==> config.mk <==
export PLATFORM = sky130hd
export DESIGN_NAME = uart_transmitter_core
export DESIGN_NICKNAME = d
export VERILOG_FILES = /design/src/rtl/uart_transmitter_core.sv
export SDC_FILE = /design/constraint.sdc
export NUM_CORES = 1
export LEC_CHECK = 0
export BUFFER_PORTS_ARGS = -buffer_cell sky130_fd_sc_hd__buf_2
export CAP_MARGIN = 20
export CORE_MARGIN = 5
export CORE_UTILIZATION = 45
export CTS_CLUSTER_SIZE = 25
export DETAILED_ROUTE_END_ITERATION = 6
export PLACE_DENSITY = 0.65
export SLEW_MARGIN = 25
export SYNTH_ARGS = -nofsm -noshare
export SYNTH_HDL_FRONTEND = slang
export SYNTH_SLANG_ARGS = --single-unit
==> constraint.sdc <==
create_clock -name clk -period 1.58 [get_ports clk]
set_input_delay 0.316 -clock clk [delete_from_list [all_inputs] [get_ports clk]]
set_output_delay 0.316 -clock clk [all_outputs]
set_load 0.005 [all_outputs]
==> src/rtl/uart_transmitter_core.sv <==
// rtl/uart_transmitter_core.sv - UART transmitter: data register, framing shift register, baud/bit counters
// Frames are start(0), WORD_SIZE data bits LSB first, stop(1); txDone pulses the cycle after the stop bit ends.
module uart_transmitter_core #(
   parameter int BIT_COUNT_WIDTH = 4,
   parameter int WORD_SIZE       = 8,
   parameter int CLKS_PER_BIT    = 1
) (
   input  logic                 clk,
   input  logic                 reset,
   input  logic [WORD_SIZE-1:0] dataBus,
   input  logic                 ldXmtDataReg,
   input  logic                 byteReady,
   input  logic                 tByte,
   output logic                 serialOut,
   output logic                 txDone
);

   localparam int BAUD_W = (CLKS_PER_BIT > 1) ? $clog2(CLKS_PER_BIT) : 1;
   localparam logic [BAUD_W-1:0] BAUD_LAST = BAUD_W'(CLKS_PER_BIT - 1);
   localparam logic [BIT_COUNT_WIDTH-1:0] STOP_COUNT = BIT_COUNT_WIDTH'(WORD_SIZE + 1);

   typedef enum logic [1:0] {
      IDLE    = 2'd0,
      WAITING = 2'd1,
      SENDING = 2'd2
   } state_e;

   state_e                     state_q, state_d;
   logic [WORD_SIZE-1:0]       xmt_data_q, xmt_data_d;
   logic [WORD_SIZE:0]         shift_q, shift_d;
   logic [BIT_COUNT_WIDTH-1:0] bit_count_q, bit_count_d;
   logic [BAUD_W-1:0]          baud_q, baud_d;
   logic                       tx_done_q, tx_done_d;

   always_ff @(posedge clk) begin
      if (reset) begin
         state_q     <= IDLE;
         xmt_data_q  <= '0;
         shift_q     <= '1;
         bit_count_q <= '0;
         baud_q      <= '0;
         tx_done_q   <= 1'b0;
      end else begin
         state_q     <= state_d;
         xmt_data_q  <= xmt_data_d;
         shift_q     <= shift_d;
         bit_count_q <= bit_count_d;
         baud_q      <= baud_d;
         tx_done_q   <= tx_done_d;
      end
   end

   always_comb begin
      state_d     = state_q;
      shift_d     = shift_q;
      bit_count_d = bit_count_q;
      baud_d      = baud_q;
      tx_done_d   = 1'b0;
      // The data register is independent of the frame already captured in shift_q.
      xmt_data_d  = ldXmtDataReg ? dataBus : xmt_data_q;

      case (state_q)
         IDLE: begin
            if (byteReady) begin
               shift_d = {xmt_data_q, 1'b1};
               state_d = WAITING;
            end
         end
         WAITING: begin
            if (tByte) begin
               shift_d[0]  = 1'b0;
               bit_count_d = '0;
               baud_d      = '0;
               state_d     = SENDING;
            end
         end
         SENDING: begin
            if (baud_q == BAUD_LAST) begin
               baud_d  = '0;
               shift_d = {1'b1, shift_q[WORD_SIZE:1]};
               if (bit_count_q == STOP_COUNT) begin
                  bit_count_d = '0;
                  tx_done_d   = 1'b1;
                  state_d     = IDLE;
               end else begin
                  bit_count_d = bit_count_q + 1'b1;
               end
            end else begin
               baud_d = baud_q + 1'b1;
            end
         end
         default: state_d = IDLE;
      endcase
   end

   assign serialOut = shift_q[0];
   assign txDone    = tx_done_q;

endmodule

==> results of run 1 <==
-- cell usage after synthesis (2+ instances only) --
cell	number	area, um2
dfxtp_1	24	480
mux2i_1	13	130
nor2_1	12	45.0
a21oi_1	7	35.0
a211o_1	4	35.0
nand4b_1	4	35.0
and3b_1	3	26.3
buf_2	3	15.0
clkbuf_1	3	11.3
nand3b_1	3	22.5
nor3_1	3	15.0
o21ai_1	3	15.0
o31ai_1	3	22.5
buf_6	2	22.5
ha_1	2	25.0
inv_1	2	7.51
nand2b_1	2	12.5
nand3_1	2	10.0
nor2b_1	2	12.5
o21bai_1	2	15.0
-- per-layer routing --
metal / share of wire [%] / vias up / track usage (%) / wire, um
met2: 44 / 12 / 18.8 / 844
met1: 51 / 375 / 15.6 / 983
met3: 3.6 / 4 / 2.19 / 69
li1: - / 410 / - / -
met5: 0 / - / 0 / 0
met4: 1.9 / 0 / 6.80 / 36
-- tightest hold or removal path: cells and delay by family --
kind                   cells  cell delay, ns
multiplexers               1            0.05
buffers and inverters      1            0.08
AND/OR/NAND/NOR            1            0.07
-- power breakdown --
group / total, W / internal, W / switching [W]
clock network: 0.000312 / 0.000141 / 0.000172
logic: 0.000146 / 0.0000732 / 0.0000729
registers: 0.000672 / 0.000646 / 0.0000254
-- final timing paths --
kind / start / to / cells after the start
min: dataBus[0] / xmt_data_q[0] / 3
max: state_q[1] / bit_count_q[3] / 4
max reg2reg: state_q[1] / bit_count_q[3] / 4
min reg2reg: shift_q[6] / shift_q[6] / 1
-- through the flow --
stage               utilization [%]  hold WS [ns]  area (um2)  power [W]
finish                         52.6         0.237        1170    0.00113
global route                   52.6         0.223        1170    0.00119
CTS                            52.6         0.228        1170    0.00114
detailed placement             51.0         0.455        1140   0.000831
global placement               51.0         0.448        1140   0.000826
floorplan                         -         0.435        1070   0.000795
-- area by class of cell --
class / count / area, um2 / area share, %
repair buffers: 17 / 92.6 / 7.88
flip-flops and latches: 24 / 480 / 40.9
clock buffers: 4 / 36.3 / 3.09
inverters: 2 / 7.51 / 0.639
well taps: 28 / 35.0 / 2.98
multi-input cells: 73 / 523 / 44.5
-- flip-flops by register name, summed over array words and instances (netlist names) --
signal / flops
bit_count_q: 4
shift_q: 9
state_q: 2
txDone: 1
xmt_data_q: 8
-- cell families (layout without fill, tap and decap cells) --
logic type      count (synthesis)  in the layout
buf+inv                        11             23
fa+ha+maj                       2              2
flops                          24             24
mux                            13             13
compound gates                 22             22
simple gates                   36             36
==> impl_results.md, run 1 <==
- Outcome: finished clean
- F_max: 790 MHz
- Inst Count DP: 144
- Num rows: 17
- H-tree Lvls: 1
- Worst path required time: 1.84 ns
- Setup violators final: 0
- Hold buffers post-CTS: 0
- Most frequent cells in the layout: 24 x dfxtp_1, 14 x buf_2, 13 x mux2i_1
- Vias in the first global route: 752
- Fin crit period: 1.27 ns
- Post-synth EDFFs: 0
- Residual DRC: 0
- Setup Skew: 0.00319 ns
- Crit path cell chain: buf_4, nand2b_4, or4_1, nand3_1
- DRT Pass-1 Iters: 4
- Max VDD drop: 0.530 mV
- Register area share after synthesis: 45.0%
- Slowest cell delay on critical path: 0.47 ns
- Worst-margin pin slew: 0.473 ns
- Slew HR: 68.4%
- Antenna cells: 0
- Max-slew violation count: 0
- GRT Total Usage: 12.0%
- Cts bufs inserted: 3
- CTS Root Cell: clkbuf_4
- Non-filler instance count after layout: 148
- Via count: 801
- Clock transition at path regs: 0.12 ns
- Hold Path Class: in -> reg
- Most common cell after layout, fill and taps aside: dfxtp_1
- # IOs: 15
- Pre-CTS setup slack: 0.218 ns
- Vias per inst: 5.41
- # fillers: 210
- Placer Congestion: 0.695
- Grt ovf: 0
- Tcrit/Tclk final: 80.1%
- WS Path Type: reg -> reg
- WL final: 1.94 mm
- Clk_lat worst skew: 0.30 ns
- CTS tree: built
- Post_cts resized: 0
- XOR/XNOR Fraction of Synth Area: 0%
- Family with the most delay on the worst path: simple AND/OR/NAND/NOR gates
- Adder-Cell Fraction of Synth Area: 2.34%
- Ys flop type: dfxtp_1
- Die Wd: 58.7 um
- Clk buf depth: 2
- Main combinational cell family by area after synthesis: simple AND/OR/NAND/NOR gates
- Starting Density: 47.8%
- Simple-gate share of the synthesized area: 20.4%
- First DRT Iteration DRCs: 12
- Post-synth ARST share: 0%
- Crit-path max FO: 8
- Synthesized Nets: 123
- FF-to-FF setup slack: 0.31 ns
- Final setup TNS: 0 ns
- Die area: 0.00345 mm2
- Multiplexer share of the synthesized area: 12.2%
- Number of port buffers: 14
- Largest net degree at the start of global routing: 28
- Layout area overhead: 10.1%
- FF+latch count, synth: 24
- Kind of start point of the critical path: flop
- Synth warn: 0
- CP arrival: 1.52 ns
- Core ar.: 0.00223 mm2
- Routed Antenna Nets: 0
- Critical-path top delay cell: or4_1
- Max Cap Violations: 0
- RSZ-0062 raised after global routing: no
- Cell Pwr Density: 962 mW/mm2
- Die height: 58.7 um
- Final WS setup: 0.314 ns
- Static Leak: 0.499 nW
- Avg Inst Size Synth: 9.88 um2
- Sink Count: 24
- Buffer count from post-CTS setup fixing: 0
- Area fraction in compound gates after synthesis: 14.1%
- Mapped Cells: 108
- Layout cells sized above 1: 19.2%
- Wire per inst: 13.1 um
- Setup crit end kind: flop
- First-pass GRT wire length: 3.18 mm
- Final Hold Viols: 0
- Mapped Area: 0.00107 mm2
- Post-DP HPWL: 1.38 mm
- Final #Nets: 136
- Buf/Inv on CP: 1
- Cell variety after synth: 29
- Initial antenna violation count: 0
Note: power is estimated with default switching activity, not from simulation.
==> run 2, diff against run 1 <==
==> constraint.sdc (replaced) <==
create_clock -name clk -period 1.3 [get_ports clk]
set_input_delay 0.26 -clock clk [delete_from_list [all_inputs] [get_ports clk]]
set_output_delay 0.26 -clock clk [all_outputs]
set_load 0.005 [all_outputs]
==> impl_results.md, run 2 (synthesized netlist as in run 1, its figures left out) <==
- WL final: 2.05 mm (was 1.94 mm)
- Grt ovf: 0 (unchanged)
- Setup crit end kind: flop (unchanged)
- Pre-CTS setup slack: -0.0114 ns (was 0.218 ns)
- Depth of the worst register-to-register path: 4 (unchanged)
- Setup violators final: 0 (unchanged)
- Fin area: 0.00121 mm2 (was 0.00117 mm2)
- Tcrit/Tclk final: 91.8% (was 80.1%)
- Routed Antenna Nets: 0 (unchanged)
- Die area: 0.00345 mm2 (unchanged)
- First-pass GRT wire length: 3.47 mm (was 3.18 mm)
- Clk_lat worst skew: 0.32 ns (was 0.30 ns)
- Crit-path max FO: 8 (unchanged)
- Worst Setup EP: shift_q[6] (was bit_count_q[3])
- Worst-margin pin slew: 0.275 ns (was 0.473 ns)
- Wire per inst: 13.6 um (was 13.1 um)
- # fillers: 231 (was 210)
- Die Wd: 58.7 um (unchanged)
- Layout area overhead: 13.4% (was 10.1%)
- Number of port buffers: 14 (unchanged)
- Sink Count: 24 (unchanged)
- H-tree Lvls: 1 (unchanged)
- Layout cells sized above 1: 22.8% (was 19.2%)
- GRT Total Usage: 13.1% (was 12.0%)
- Post-place instance area: 0.00116 mm2 (was 0.00114 mm2)
- Initial antenna violation count: 0 (unchanged)
- Cts bufs inserted: 3 (unchanged)
- Static Leak: 0.515 nW (was 0.499 nW)
- Max Cap Violations: 0 (unchanged)
- Num rows: 17 (unchanged)
- Vias per inst: 5.47 (was 5.41)
- Fin crit period: 1.19 ns (was 1.27 ns)
- RSZ-0062 raised after global routing: no (unchanged)
- Max reg flops: 9 (unchanged)
- Max VDD drop: 0.810 mV (was 0.530 mV)
- Largest net degree at the start of global routing: 16 (was 28)
- FF-to-FF setup slack: 0.11 ns (was 0.31 ns)
- CP arrival: 1.42 ns (was 1.52 ns)
- DRT Pass-1 Iters: 4 (unchanged)
- Multi-input logic area: 531 um2 (was 523 um2)
- Max-slew violation count: 0 (unchanged)
- Post-DP HPWL: 1.49 mm (was 1.38 mm)
- Hold Path Class: in -> reg (unchanged)
- Buffer count from post-CTS setup fixing: 0 (unchanged)
- Slowest cell delay on critical path: 0.42 ns (was 0.47 ns)
- Cell Pwr Density: 1160 mW/mm2 (was 962 mW/mm2)
- Clk buf depth: 2 (unchanged)
- Core ar.: 0.00223 mm2 (unchanged)
- Final Hold Viols: 0 (unchanged)
- Worst reg2reg startpoint: state_q[1] (unchanged)
- Top reg by flops: shift_q (unchanged)
- F_max: 838 MHz (was 790 MHz)
- Slew HR: 81.6% (was 68.4%)
- Worst R2R End: shift_q[6] (was bit_count_q[3])
- WS Path Type: reg -> reg (unchanged)
- First DRT Iteration DRCs: 6 (was 12)
- Kind of start point of the critical path: flop (unchanged)
- Setup Skew: 0.00599 ns (was 0.00319 ns)
- Hold buffers post-CTS: 0 (unchanged)
- Placer Congestion: 0.710 (was 0.695)
- Outcome: finished clean (unchanged)
- Overall power: 0.00140 W (was 0.00113 W)
- # IOs: 15 (unchanged)
- Vias in the first global route: 789 (was 752)
- Residual DRC: 0 (unchanged)
- Final WS setup: 0.107 ns (was 0.314 ns)
- Antenna cells: 0 (unchanged)
- Die height: 58.7 um (unchanged)
- CTS Root Cell: clkbuf_4 (unchanged)
- Final #Nets: 139 (was 136)
- Crit path cell chain: buf_4, mux2i_1, nor2_1, a211o_1 (was buf_4, nand2b_4, or4_1, nand3_1)
- Beginning of the critical path: state_q[1] (unchanged)
- Most common cell after layout, fill and taps aside: dfxtp_1 (unchanged)
- Top flop regs: shift_q: 9 flops, xmt_data_q: 8 flops, bit_count_q: 4 flops (unchanged)
- Clock transition at path regs: 0.13 ns (was 0.12 ns)
- Via count: 826 (was 801)
- Register Area: 485 um2 (was 480 um2)
- Most frequent cells in the layout: 22 x dfxtp_1, 14 x buf_2, 13 x mux2i_1 (was 24 x dfxtp_1, 14 x buf_2, 13 x mux2i_1)
- CTS tree: built (unchanged)
- Starting Density: 47.8% (unchanged)
- Post-layout util: 54.2% (was 52.6%)
- Worst path required time: 1.52 ns (was 1.84 ns)
- Critical-path top delay cell: dfxtp_4 (was or4_1)
[run 2: cell types whose count changed in the layout (fill, tap and decap cells not counted), sizes merged]
cell  change
buf       +3
[run 2: layout make-up]
type	instances	area share, %
clock buffer	4	3.00
sequential	24	40.1
inverter	2	0.620
tap	28	2.90
timing repair buffer	20	9.51
multi-input combinational	73	43.8
[run 2: critical path, delay by kind of cell (launching register included)]
kind,cells,cell delay [ns]
AOI/OAI and AO/OA,1,0.27
buffers and inverters,1,0.17
and+or+nand+nor,1,0.06
muxes,1,0.19
DFF,1,0.42
[run 2: through the flow]
step	hold slack [ns]	cells	TNS (ns)
6_report	0.168	151	0
4_1_cts	0.168	151	0
5_1_grt	0.171	151	0
3_3_place_gp	0.447	147	0
2_1_floorplan	0.407	108	0
3_5_place_dp	0.466	147	-0.0114
[run 2: report_power, final]
group          internal [W]  leakage, nW  switching [W]  total [W]
sequential         0.000785        0.199      0.0000340   0.000819
clock              0.000171       0.0210       0.000218   0.000390
combinational      0.000101        0.295      0.0000915   0.000192
[run 2: how the worst min path moves through the flow]
stage / start / endpoint / slack [ns] / cells after the start
2_1_floorplan: dataBus[6] / xmt_data_q[6] / 0.41 / 2
3_3_place_gp: shift_q[2] / shift_q[2] / 0.45 / 1
3_5_place_dp: shift_q[6] / shift_q[6] / 0.47 / 1
4_1_cts: dataBus[6] / xmt_data_q[6] / 0.17 / 3
5_1_grt: dataBus[7] / xmt_data_q[7] / 0.17 / 3
6_report: dataBus[6] / xmt_data_q[6] / 0.17 / 3
[run 2: metal layers]
layer	track usage [%]	part of all wire (%)	vias up
met5	0	0	-
met4	6.80	2.2	0
met3	3.29	3.5	4
met2	20.1	45	10
met1	17.0	49	395
li1	-	-	417
[run 2: repair_timing]
item                       in CTS  in global routing
pin swaps                       0                  0
setup endpoints to repair       3                  5
gates cloned                    0                  0
resized for setup               1                  3
==> run 3, diff against run 2 <==
--- a/config.mk
+++ b/config.mk
@@ -11,7 +11,7 @@
 export CORE_UTILIZATION = 45
 export CTS_CLUSTER_SIZE = 25
 export DETAILED_ROUTE_END_ITERATION = 6
-export PLACE_DENSITY = 0.65
+export PLACE_DENSITY = 0.73
 export SLEW_MARGIN = 25
 export SYNTH_ARGS = -nofsm -noshare
 export SYNTH_HDL_FRONTEND = slang
==> impl_results.md, run 3 (synthesized netlist as in run 1, its figures left out) <==
- Outcome: finished clean (unchanged)
- CP arrival: 1.48 ns (was 1.42 ns)
- Die height: 58.7 um (unchanged)
- Setup crit end kind: flop (unchanged)
- Max-slew violation count: 0 (unchanged)
- Most common cell after layout, fill and taps aside: dfxtp_1 (unchanged)
- Final Hold Viols: 0 (unchanged)
- Die Wd: 58.7 um (unchanged)
- # fillers: 209 (was 231)
- Clock share of power: 27.4% (was 27.8%)
- Via count: 820 (was 826)
- H-tree Lvls: 1 (unchanged)
- Residual DRC: 0 (unchanged)
- Core ar.: 0.00223 mm2 (unchanged)
- Num rows: 17 (unchanged)
- Switching fraction of total power: 24.3% (was 24.6%)
- Crit-path max FO: 7 (was 8)
- Fin area: 0.00125 mm2 (was 0.00121 mm2)
- Hold Crit Depth: 3 (unchanged)
- Cell Pwr Density: 1130 mW/mm2 (was 1160 mW/mm2)
- Max Cap Violations: 0 (unchanged)
- DRT Pass-1 Iters: 3 (was 4)
- Post-DP HPWL: 1.51 mm (was 1.49 mm)
- Largest net degree at the start of global routing: 18 (was 16)
- Clock transition at path regs: 0.12 ns (was 0.13 ns)
- Wire per inst: 13.1 um (was 13.6 um)
- CTS Root Cell: clkbuf_4 (unchanged)
- Logic pwr share: 14.7% (was 13.7%)
- Fin crit period: 1.21 ns (was 1.19 ns)
- Cts bufs inserted: 3 (unchanged)
- Starting Density: 47.8% (unchanged)
- Sink Count: 24 (unchanged)
- Overall power: 0.00141 W (was 0.00140 W)
- Non-filler instance count after layout: 156 (was 151)
- CTS tree: built (unchanged)
- Hold buffers post-CTS: 0 (unchanged)
- Layout cells sized above 1: 26.6% (was 22.8%)
- Initial antenna violation count: 0 (unchanged)
- WL final: 2.05 mm (about the same)
- First-pass GRT wire length: 3.46 mm (was 3.47 mm)
- Clk buf depth: 2 (unchanged)
- Tcrit/Tclk final: 93.4% (was 91.8%)
- Vias in the first global route: 761 (was 789)
- Post-layout util: 56.0% (was 54.2%)
- Most frequent cells in the layout: 22 x dfxtp_1, 14 x buf_2, 13 x mux2i_1 (unchanged)
- F_max: 823 MHz (was 838 MHz)
- Max VDD drop: 0.944 mV (was 0.810 mV)
- Clk_lat worst skew: 0.31 ns (was 0.32 ns)
- Inst Count DP: 152 (was 147)
- # IOs: 15 (unchanged)
- Kind of start point of the critical path: flop (unchanged)
- Top flop regs: shift_q: 9 flops, xmt_data_q: 8 flops, bit_count_q: 4 flops (unchanged)
- Top reg by flops: shift_q (unchanged)
- Worst path required time: 1.56 ns (was 1.52 ns)
- Final setup TNS: 0 ns (unchanged)
- Die area: 0.00345 mm2 (unchanged)
- GRT Total Usage: 12.7% (was 13.1%)
- Static Leak: 0.541 nW (was 0.515 nW)
- Grt ovf: 0 (unchanged)
- Routed Antenna Nets: 0 (unchanged)
- Worst-margin pin slew: 0.281 ns (was 0.275 ns)
- Layout area overhead: 17.1% (was 13.4%)
- Antenna cells: 0 (unchanged)
- Setup violators final: 0 (unchanged)
- Net Sw Power: 0.000344 W (about the same)
- Depth of the worst register-to-register path: 4 (unchanged)
- Post-place instance area: 0.00120 mm2 (was 0.00116 mm2)
- Setup Skew: 0.00126 ns (was 0.00599 ns)
- Seq pwr share: 57.9% (was 58.5%)
- Vias per inst: 5.26 (was 5.47)
- Number of port buffers: 14 (unchanged)
- Pint: 0.00107 W (was 0.00106 W)
- Slew HR: 81.2% (was 81.6%)
- Final #Nets: 144 (was 139)
- Placer Congestion: 0.660 (was 0.710)
- Hold Path Class: in -> reg (unchanged)
- Max reg flops: 9 (unchanged)
- First DRT Iteration DRCs: 6 (unchanged)
- WS Path Type: reg -> reg (unchanged)
run 3: path summary, 6_finish.rpt:
path | startpoint | endpoint | slack (ns)
hold / removal | dataBus[2] | xmt_data_q[2] | 0.17
setup reg to reg | state_q[1] | bit_count_q[3] | 0.09
setup / recovery | state_q[1] | bit_count_q[3] | 0.09
hold reg to reg | shift_q[6] | shift_q[6] | 0.49
run 3: layout make-up:
type                            instances  area [um2]  share of cell area, %
Clock buffer                            4        36.3                   2.90
Inverter                                2        7.51                  0.601
Multi-Input combinational cell         73         536                   42.8
Sequential cell                        24         483                   38.6
Tap cell                               28        35.0                   2.80
Timing Repair Buffer                   25         153                   12.2
run 3: power groups by stage:
stage                     sequential (W)  clock [W]  combinational [W]
after global routing            0.000823   0.000431           0.000232
after CTS                       0.000816   0.000403           0.000205
after floorplan                 0.000821          0           0.000144
final                           0.000818   0.000387           0.000209
after detailed placement        0.000833          0           0.000204
after global placement          0.000831          0           0.000198
run 3: repair_timing:
action,CTS,global route
setup buffers,0,0
endpoints found under the setup margin,0,3
resized for setup,0,4
run 3: metal layers:
layer | share of wire (%) | track usage (%)
met2 | 44 | 19.8
met4 | 0.59 | 3.24
met1 | 50 | 16.8
met3 | 4.8 | 4.39
met5 | 0 | 0
run 3: through the flow:
| stage | hold slack [ns] | worst slack, ns |
|---|---|---|
| 2_1_floorplan | 0.407 | 0.0916 |
| 3_3_place_gp | 0.447 | 0.0874 |
| 3_5_place_dp | 0.458 | 0.0710 |
| 4_1_cts | 0.164 | 0.0600 |
| 5_1_grt | 0.165 | -0.0254 |
| 6_report | 0.172 | 0.0856 |
run 3: critical path: stages, from the launching register on:
cell and delay [ns]:
dfxtp_2 0.40, buf_4 0.17, nand2b_4 0.05, or4_1 0.46
nand3_1 0.08
